### src/rtl/d7_scan_arbiter.sv
// Eight-digit multiplexed 7-segment scanner shared by an application and an alert requester.
// Outputs are registered one cycle behind the scan counter; requesters see no backpressure, only grant.
module d7_scan_arbiter #(
    parameter int SCAN_DIV       = 100000,
    parameter int SCAN_DIV_TURBO = 16,
    parameter int BLANK          = 200,
    parameter int BLANK_TURBO    = 2,
    parameter int MAX_ALERT      = 15
) (
    input  logic        clk,
    input  logic        reset,
    input  logic        turbosim,
    input  logic        req_0,
    input  logic [63:0] seg_0,
    input  logic        req_1,
    input  logic [63:0] seg_1,
    input  logic [2:0]  brightness,
    output logic [1:0]  grant,
    output logic [7:0]  d7_cathodes_n,
    output logic [7:0]  d7_anodes,
    output logic        frame_done
);

    localparam int DIV_MAX = (SCAN_DIV > SCAN_DIV_TURBO) ? SCAN_DIV : SCAN_DIV_TURBO;
    localparam int CW      = (DIV_MAX > 1) ? $clog2(DIV_MAX) : 1;
    localparam int WW      = CW + 4;
    localparam int SW      = (MAX_ALERT > 0) ? $clog2(MAX_ALERT + 1) : 1;

    logic [CW-1:0] cnt_q, cnt_d;
    logic [2:0]    dig_q, dig_d;
    logic [1:0]    grant_q, grant_d;
    logic [SW-1:0] sc_q, sc_d;
    logic [7:0]    byte_q, byte_d;
    logic [7:0]    anodes_q, anodes_d;
    logic [7:0]    cath_q, cath_d;
    logic          fd_q, fd_d;

    logic [WW-1:0] div_w, blk_w, cnt_w, bmul, on_len, win_end;
    logic          last_cnt, boundary, slot_start, anode_on, starved;
    logic [1:0]    arb_grant;
    logic [63:0]   src_seg;
    logic [7:0]    field, disp_byte;

    // Scan geometry: the on-window is an eighth of the unblanked slot per brightness step.
    always_comb begin
        div_w    = turbosim ? WW'(SCAN_DIV_TURBO) : WW'(SCAN_DIV);
        blk_w    = turbosim ? WW'(BLANK_TURBO) : WW'(BLANK);
        cnt_w    = WW'(cnt_q);
        bmul     = WW'({1'b0, brightness}) + WW'(1);
        on_len   = ((div_w - blk_w) >> 3) * bmul;
        win_end  = blk_w + on_len;
        last_cnt = (cnt_w == div_w - WW'(1));
        boundary = last_cnt && (dig_q == 3'd7);
        slot_start = (cnt_q == '0);
        cnt_d    = last_cnt ? '0 : cnt_q + CW'(1);
        dig_d    = last_cnt ? dig_q + 3'd1 : dig_q;
    end

    // Alert wins unless it has already held MAX_ALERT frames while the application waited.
    always_comb begin
        starved   = (sc_q == SW'(MAX_ALERT)) && req_0;
        arb_grant = 2'b00;
        if (req_1 && !starved) begin
            arb_grant = 2'b10;
        end else if (req_0) begin
            arb_grant = 2'b01;
        end
        grant_d = boundary ? arb_grant : grant_q;
        sc_d    = sc_q;
        if (boundary) begin
            if (arb_grant == 2'b01 || !req_0) begin
                sc_d = '0;
            end else if (arb_grant == 2'b10 && sc_q != SW'(MAX_ALERT)) begin
                sc_d = sc_q + SW'(1);
            end
        end
    end

    // The byte is captured at slot start; bypass the capture so a zero-length blank still shows it.
    always_comb begin
        src_seg   = grant_q[1] ? seg_1 : seg_0;
        field     = src_seg[{dig_q, 3'b000} +: 8];
        byte_d    = byte_q;
        if (slot_start) begin
            byte_d = (grant_q == 2'b00) ? 8'h00 : field;
        end
        disp_byte = slot_start ? field : byte_q;
        anode_on  = (grant_q != 2'b00) && (cnt_w >= blk_w) && (cnt_w < win_end);
        anodes_d  = anode_on ? (8'b1 << dig_q) : 8'h00;
        cath_d    = anode_on ? ~disp_byte : 8'hFF;
        fd_d      = boundary;
    end

    always_ff @(posedge clk) begin
        if (reset) begin
            cnt_q    <= '0;
            dig_q    <= 3'd0;
            grant_q  <= 2'b00;
            sc_q     <= '0;
            byte_q   <= 8'h00;
            anodes_q <= 8'h00;
            cath_q   <= 8'hFF;
            fd_q     <= 1'b0;
        end else begin
            cnt_q    <= cnt_d;
            dig_q    <= dig_d;
            grant_q  <= grant_d;
            sc_q     <= sc_d;
            byte_q   <= byte_d;
            anodes_q <= anodes_d;
            cath_q   <= cath_d;
            fd_q     <= fd_d;
        end
    end

    assign grant         = grant_q;
    assign d7_anodes     = anodes_q;
    assign d7_cathodes_n = cath_q;
    assign frame_done    = fd_q;

endmodule

### config.mk
export PLATFORM = sky130hd
export DESIGN_NAME = d7_scan_arbiter
export DESIGN_NICKNAME = d
export VERILOG_FILES = /design/src/rtl/d7_scan_arbiter.sv
export SDC_FILE = /design/constraint.sdc
export NUM_CORES = 1
export LEC_CHECK = 0
export CORE_ASPECT_RATIO = 0.9
export CORE_UTILIZATION = 35
export CTS_BUF_LIST = sky130_fd_sc_hd__clkbuf_16
export DETAILED_ROUTE_END_ITERATION = 10
export PLACE_DENSITY = 0.74
export SETUP_SLACK_MARGIN = 0.3
export SLEW_MARGIN = 20
export SYNTH_ARGS = -nofsm -noshare
export SYNTH_HDL_FRONTEND = slang
export SYNTH_SLANG_ARGS = --single-unit
### constraint.sdc
create_clock -name clk -period 5.29 [get_ports clk]
set_clock_uncertainty 0.15 [all_clocks]
set_input_delay 0.529 -clock clk [delete_from_list [all_inputs] [get_ports clk]]
set_output_delay 0.529 -clock clk [all_outputs]
set_load 0.005 [all_outputs]
==> flow_summary.yaml, run 1 <==
layout:
  drive_gt1_share_pct: 23.55
  fillers: 1104
  final_nets: 890
  multiInputGateArea_mm2: 0.003690
  areaGrowthSynthToFinish_pct: 53.56
  seq_area_mm2: 0.001022
power_and_ir_drop:
  vdd_drop_max_v: 0.0001100
  p_leak_nw: 2.847
  total_power_mw: 1.228
  power.density_mw_per_mm2: 171.5
setup_path:
  cp.arrival_ns: 5.15
  crit_path_end: "d7_anodes[2]"
  cp.depth: 24
  path_class: "primary input to register"
  critPathTopFamily: "adder cells"
  r2r_setup_slack_ns: 2.61
  cpPeakStageDelay_ns: 0.53
  r2r-start: "grant[1]"
  cp-start-kind: "primary input"
  worst-path-buf-inv: 3
  cp_cell_sequence: "buf_8 -> ha_4 -> xnor2_4 -> nor2_4 -> ha_4 -> xor2_2 -> ha_2 -> a31oi_2 -> fa_1 -> inv_2 -> ha_4 -> and2_4 -> a311o_2 -> o22a_1 -> a22o_1 -> and3_1 -> xnor2_1 -> ha_1 -> and4_4 -> nand2_2 -> o211ai_1 -> buf_4 -> o2111a_2 -> a21oi_1"
  crit_slowest_cell: "fa_1"
  crit_top_cell: "ha_4"
  worstPathRequired_ns: 5.30
  crit_path_end_kind: "register"
  reg2reg_to: "d7_cathodes_n[4]"
  worstPathMaxFanout: 8
  startpoint: "brightness[0]"
  rr_worst_depth: 6
placement:
  port_buffers: 154
  place_congestion: 0.9366
  dp_hpwl_um: 12870
timing:
  fmax_ghz: 0.1946
  finalHoldViolations: 0
  period_share_pct: 97.13
  setup_viol: 0
  period_needed_ns: 5.138
  worst_pin_slew_ns: 0.9917
  slew_viol_final: 0
  slew-limit-headroom_pct: 33.89
  tns_ns: 0
  rsz0062_at_grt: "true"
routing:
  vias_per_cell: 5.587
  ant_nets: 0
  firstDrtPassIters: 5
  remaining_drc_errors: 0
  num_vias: 4788
  routed_wire_length_per_instance_um: 18.26
  drtIter0Drc: 291
  totalWireLength_um: 15650
floorplanning:
  die_width_um: 123.6
  pin_count: 155
  row_count: 39
  core-area_mm2: 0.01283
  initial_core_util_pct: 36.32
  die_h_um: 111.5
  die_area_mm2: 0.01378
yosys:
  syn_avg_cell_area_um2: 9.454
  synth_cell_types: 59
  synth-seq-cells: 51
  yosys_warnings: 0
  syn-cell-area_mm2: 0.004661
  synthArstFlopShare_pct: 0
  ys_seq_area_share_pct: 21.91
  synth_edf_count: 0
  netlist.area_leader.share_pct: 21.91
  synth_largest_area_cell: "dfxtp_1"
  synth_fp_nets: 695
  yosys-top-cells-area: "dfxtp_1, ha_1, mux4_2, nor2_1, xor2_1"
  synthCells: 493
  yosys_most_used_dff: "dfxtp_1"
status:
  outcome: "finished, final reports clean"
job:
  maxCapViolCount: 0
clocking:
  path_clk_slew_ns: 0.06
  h-tree-depth: 2
  cts_max_path_buffers: 2
  tritoncts: "built"
  holdBufCountCts: 0
  clock_sinks: 51
  root_buffer: "clkbuf_16"
  clock_latency_ns: 0.28
  cts_buffers: 5
global_route:
  gr-total-overflow: 0
  grt_pass1_wl_um: 24940
  grt_pass1_vias: 5059
  antenna_found_initial: 5
  grt_use_total_pct: 23.42
  grt_max_degree: 36
hold_path:
  hold_class: "register to register"
==> registers in the layout, indices dropped and copies added (netlist names) <==
signal and count:
byte_q 8, cnt_q 17, d7_anodes 8, dig_q 3
d7_cathodes_n 8, grant 2, frame_done 1, sc_q 4
==> synthesized netlist by cell type (all sizes together), types with 3 or more instances <==
| cell type | instances |
|---|---|
| a211o | 8 |
| a211oi | 6 |
| a21oi | 29 |
| a22oi | 12 |
| a311oi | 4 |
| and2 | 4 |
| and3 | 8 |
| buf | 13 |
| clkbuf | 6 |
| dfxtp | 51 |
| fa | 5 |
| ha | 61 |
| inv | 33 |
| mux2i | 8 |
| mux4 | 32 |
| nand2 | 30 |
| nand3 | 11 |
| nand4 | 19 |
| nor2 | 54 |
| nor2b | 6 |
| nor3 | 11 |
| nor3b | 5 |
| o211ai | 4 |
| o21ai | 7 |
| or4 | 3 |
| xnor2 | 15 |
| xor2 | 17 |
==> layout by cell type, fill, tap and decap left out, types with 3 or more instances in the layout <==
| master | netlist | final |
|---|---|---|
| a211o_2 | 6 | 6 |
| o21ai_0 | 7 | 5 |
| nand4_1 | 18 | 18 |
| a21oi_1 | 29 | 21 |
| dfxtp_1 | 51 | 50 |
| buf_6 | 1 | 4 |
| inv_1 | 33 | 23 |
| nor3b_1 | 5 | 5 |
| clkbuf_16 | 0 | 5 |
| inv_2 | 0 | 11 |
| a211oi_1 | 6 | 6 |
| mux4_2 | 32 | 32 |
| ha_1 | 61 | 49 |
| nand3_1 | 11 | 10 |
| mux2i_1 | 8 | 8 |
| nor2b_1 | 6 | 6 |
| clkdlybuf4s50_1 | 0 | 150 |
| a21oi_2 | 0 | 8 |
| xnor2_1 | 15 | 13 |
| diode_2 | 0 | 5 |
| nand2_1 | 30 | 28 |
| xor2_1 | 17 | 16 |
| and2_1 | 4 | 3 |
| a311oi_1 | 4 | 4 |
| ha_4 | 0 | 10 |
| and3_1 | 8 | 8 |
| nor2_2 | 3 | 5 |
| fa_1 | 5 | 4 |
| a22oi_1 | 12 | 12 |
| nor3_1 | 10 | 9 |
| nor2_1 | 51 | 47 |
| buf_4 | 1 | 49 |
==> what timing repair did <==
item | CTS | global route
setup buffers | 5 | 1
cloned | 1 | 0
gates resized for setup | 38 | 13
setup endpoints to repair | 16 | 16
pin swaps | 44 | 6
==> kinds of logic after synthesis <==
logic type	after synthesis	share of synthesized area [%]
AND/OR/NAND/NOR	162	17.56
AO/OA/AOI/OAI	89	13.83
adder cells (fa/ha/maj)	66	18.52
buffers and inverters	52	4.752
flip-flops	51	21.91
multiplexers	41	17.42
XOR/XNOR	32	6.013
==> cell type report <==
type	count	area share, %
well taps	164	2.867
diodes	5	0.1748
repair buffers	206	27.17
flip-flops and latches	51	14.28
inverters	33	1.731
clock inverters	2	0.4720
multi-input cells	391	51.56
clock buffers	5	1.748
==> where the power goes <==
part	total (mW)	leakage (nW)	switching, mW	internal [mW]
Sequential	0.391	0.412	0.00325	0.388
Clock	0.347	0.0811	0.128	0.219
Combinational	0.490	2.35	0.209	0.281
Total	1.23	2.85	0.340	0.888
==> metal layers <==
metal / GRT usage, % / up-vias / share of wire [%]
met1: 24.62 / 2279 / 36
li1: - / 2242 / -
met5: 0 / - / 0
met4: 12.93 / 0 / 5.1
met3: 4.406 / 45 / 6.1
met2: 42.96 / 222 / 53
==> through the flow <==
step / area (um2) / std cells / worst slack (ns) / utilization (%) / hold slack (ns)
after floorplan: 4796 / 493 / 0.06499 / - / 0.2991
after global placement: 6792 / 838 / -0.5411 / 52.92 / 0.3101
after detailed placement: 6792 / 838 / -0.7186 / 52.92 / 0.3344
after CTS: 7096 / 851 / 0.1991 / 55.29 / 0.3443
after global routing: 7157 / 857 / -0.06006 / 55.77 / 0.3767
final: 7157 / 857 / 0.1519 / 55.77 / 0.3545
==> how the worst min path moves through the flow <==
stage                     depth (start not counted)  slack, ns       from         to
after global placement                            2       0.31    sc_q[1]    sc_q[1]
after global routing                              2       0.38  byte_q[5]  byte_q[5]
final                                             1       0.35   cnt_q[0]   cnt_q[0]
after detailed placement                          2       0.33    sc_q[3]    sc_q[3]
after CTS                                         2       0.34    sc_q[3]    sc_q[3]
after floorplan                                   2       0.30    sc_q[1]    sc_q[1]
Note: power is estimated with default switching activity, not from simulation.
==> inputs of run 2 (changes only) <==
--- a/config.mk
+++ b/config.mk
@@ -9,7 +9,7 @@
 export CORE_UTILIZATION = 35
 export CTS_BUF_LIST = sky130_fd_sc_hd__clkbuf_16
 export DETAILED_ROUTE_END_ITERATION = 10
-export PLACE_DENSITY = 0.74
+export PLACE_DENSITY = 0.72
 export SETUP_SLACK_MARGIN = 0.3
 export SLEW_MARGIN = 20
 export SYNTH_ARGS = -nofsm -noshare
==> constraint.sdc (replaced) <==
create_clock -name clk -period 6 [get_ports clk]
set_clock_uncertainty 0.15 [all_clocks]
set_input_delay 0.6 -clock clk [delete_from_list [all_inputs] [get_ports clk]]
set_output_delay 0.6 -clock clk [all_outputs]
set_load 0.005 [all_outputs]
==> run 2 against run 1 <==
  * Flip-flop and latch count is the same
  * Via count down 5.8%
  * Core utilization shrank 2.7 points
  * Hold slack worse by 0.024 ns
  * Non-clock buffer count shrank 28
==> flow_summary.yaml, run 2 (synthesized netlist as in run 1, its figures left out) <==
status:
  outcome: "finished, final reports clean"
routing:
  num_vias: 4512
  remaining_drc_errors: 0
  firstDrtPassIters: 4
  totalWireLength_um: 14720
  drtIter0Drc: 167
  vias_per_cell: 5.456
  routed_wire_length_per_instance_um: 17.80
  ant_nets: 0
timing:
  worst_pin_slew_ns: 0.9934
  slew_viol_final: 0
  slew-limit-headroom_pct: 33.77
  period_share_pct: 91.78
  holdWs_ns: 0.3307
  rsz0062_at_grt: "false"
  tns_ns: 0
  period_needed_ns: 5.507
  fmax_ghz: 0.1816
  finalHoldViolations: 0
  setup_viol: 0
placement:
  port_buffers: 154
  place_congestion: 0.9463
  dp_hpwl_um: 12210
  dpl_cell_area_mm2: 0.006476
setup_path:
  crit_slowest_cell: "fa_1"
  worstPathMaxFanout: 8
  cpPeakStageDelay_ns: 0.45
  path_class: "primary input to register"
  crit_path_end_kind: "register"
  worstPathRequired_ns: 6.02
  critPathTopFamily: "compound AO/OA/AOI/OAI gates"
  cp-start-kind: "primary input"
  worst-path-buf-inv: 4
  cp.arrival_ns: 5.53
job:
  maxCapViolCount: 0
global_route:
  grt_pass1_wl_um: 23310
  grt_pass1_vias: 4752
  grt_use_total_pct: 21.75
  antenna_found_initial: 1
  gr-total-overflow: 0
  grt_max_degree: 36
floorplanning:
  initial_core_util_pct: 36.32
  row_count: 39
  die_width_um: 123.6
  die_h_um: 111.5
  pin_count: 155
  core-area_mm2: 0.01283
  die_area_mm2: 0.01378
clocking:
  root_buffer: "clkbuf_16"
  clock_sinks: 51
  cts_max_path_buffers: 2
  cts_buffers: 5
  clock_latency_ns: 0.29
  tritoncts: "built"
  path_clk_slew_ns: 0.06
  h-tree-depth: 2
power_and_ir_drop:
  clockPowerShare_pct: 26.7
  p_int_mw: 0.7095
  switching_power_mw: 0.2897
  vdd_drop_max_v: 0.0001098
  p_leak_nw: 2.712
  p_seq_share_pct: 34.5
  p_comb_share_pct: 38.8
  switching_share_pct: 29.00
  power.density_mw_per_mm2: 146.6
layout:
  multiInputGateArea_mm2: 0.003601
  areaGrowthSynthToFinish_pct: 46.23
  final_cell_mix: "clkdlybuf4s50_1, ha_1, dfxtp_1, nor2_1, inv_1"
  final_common_cell: "clkdlybuf4s50_1"
  top_register: "cnt_q"
  final_nets: 862
  largest_reg_flops: 17
  drive_gt1_share_pct: 16.49
  stdcell_area_mm2: 0.006815
  fillers: 1130
  seq_area_mm2: 0.001022
hold_path:
  hold_class: "register to register"
==> run 2: final cells by class <==
| class | count | area share (%) |
|---|---|---|
| Inverter | 33 | 1.818 |
| Multi-Input combinational cell | 391 | 52.84 |
| Clock buffer | 5 | 1.836 |
| Timing Repair Buffer | 178 | 25.24 |
| Sequential cell | 51 | 15.00 |
| Antenna cell | 2 | 0.07343 |
| Tap cell | 164 | 3.011 |
| Clock inverter | 3 | 0.1836 |
==> run 2: tightest hold or removal path: stages, from the launching register on <==
cell,delay [ns]
dfxtp_1,0.32
nand2_1,0.06
a21oi_1,0.05
==> run 2: power groups by stage <==
stage / Clock (mW) / Combinational (mW) / Sequential, mW
3_3_place_gp: 0 / 0.341 / 0.353
6_report: 0.266 / 0.388 / 0.345
4_1_cts: 0.272 / 0.362 / 0.345
2_1_floorplan: 0 / 0.192 / 0.352
3_5_place_dp: 0 / 0.357 / 0.353
5_1_grt: 0.286 / 0.428 / 0.345
==> run 2: per-layer routing <==
| metal | routed length [um] | up-vias | track usage, % |
|---|---|---|---|
| li1 | - | 2188 | - |
| met1 | 5574 | 2116 | 23.70 |
| met2 | 7712 | 180 | 40.00 |
| met3 | 910 | 28 | 4.406 |
| met4 | 527 | 0 | 9.237 |
| met5 | 0 | - | 0 |
==> run 2: final timing paths <==
| path | cells past startpoint | slack [ns] | endpoint | startpoint |
|---|---|---|---|---|
| setup / recovery | 25 | 0.49 | d7_cathodes_n[5] | brightness[0] |
| hold / removal | 2 | 0.33 | sc_q[1] | sc_q[1] |
| setup reg to reg | 5 | 3.37 | sc_q[3] | dig_q[1] |
| hold reg to reg | 2 | 0.33 | sc_q[1] | sc_q[1] |
==> run 2: timing repair <==
action | CTS | global route
setup buffers | 1 | 1
setup endpoints to repair | 16 | 16
pin swaps | 11 | 28
cloned | 1 | 0
hold buffers | 0 | 0
gates resized for setup | 10 | 23
==> run 2: stage by stage <==
stage | util, % | power, mW | worst slack [ns] | std cells
global placement | 50.46 | 0.6932 | -0.01668 | 814
global route | 53.09 | 1.059 | 0.2648 | 826
detailed placement | 50.46 | 0.7099 | -0.1746 | 814
floorplan | - | 0.5436 | 0.4336 | 493
CTS | 51.82 | 0.9791 | 0.3037 | 824
finish | 53.11 | 0.9992 | 0.4929 | 827
==> inputs of run 3 (changes only) <==
--- a/config.mk
+++ b/config.mk
@@ -8,10 +8,10 @@
 export CORE_ASPECT_RATIO = 0.9
 export CORE_UTILIZATION = 35
 export CTS_BUF_LIST = sky130_fd_sc_hd__clkbuf_16
+export CTS_CLUSTER_DIAMETER = 60
 export DETAILED_ROUTE_END_ITERATION = 10
 export PLACE_DENSITY = 0.72
 export SETUP_SLACK_MARGIN = 0.3
-export SLEW_MARGIN = 20
 export SYNTH_ARGS = -nofsm -noshare
 export SYNTH_HDL_FRONTEND = slang
 export SYNTH_SLANG_ARGS = --single-unit
==> results of run 3 <==
The final DEF is identical to that of run 2; final timing and power are the same.
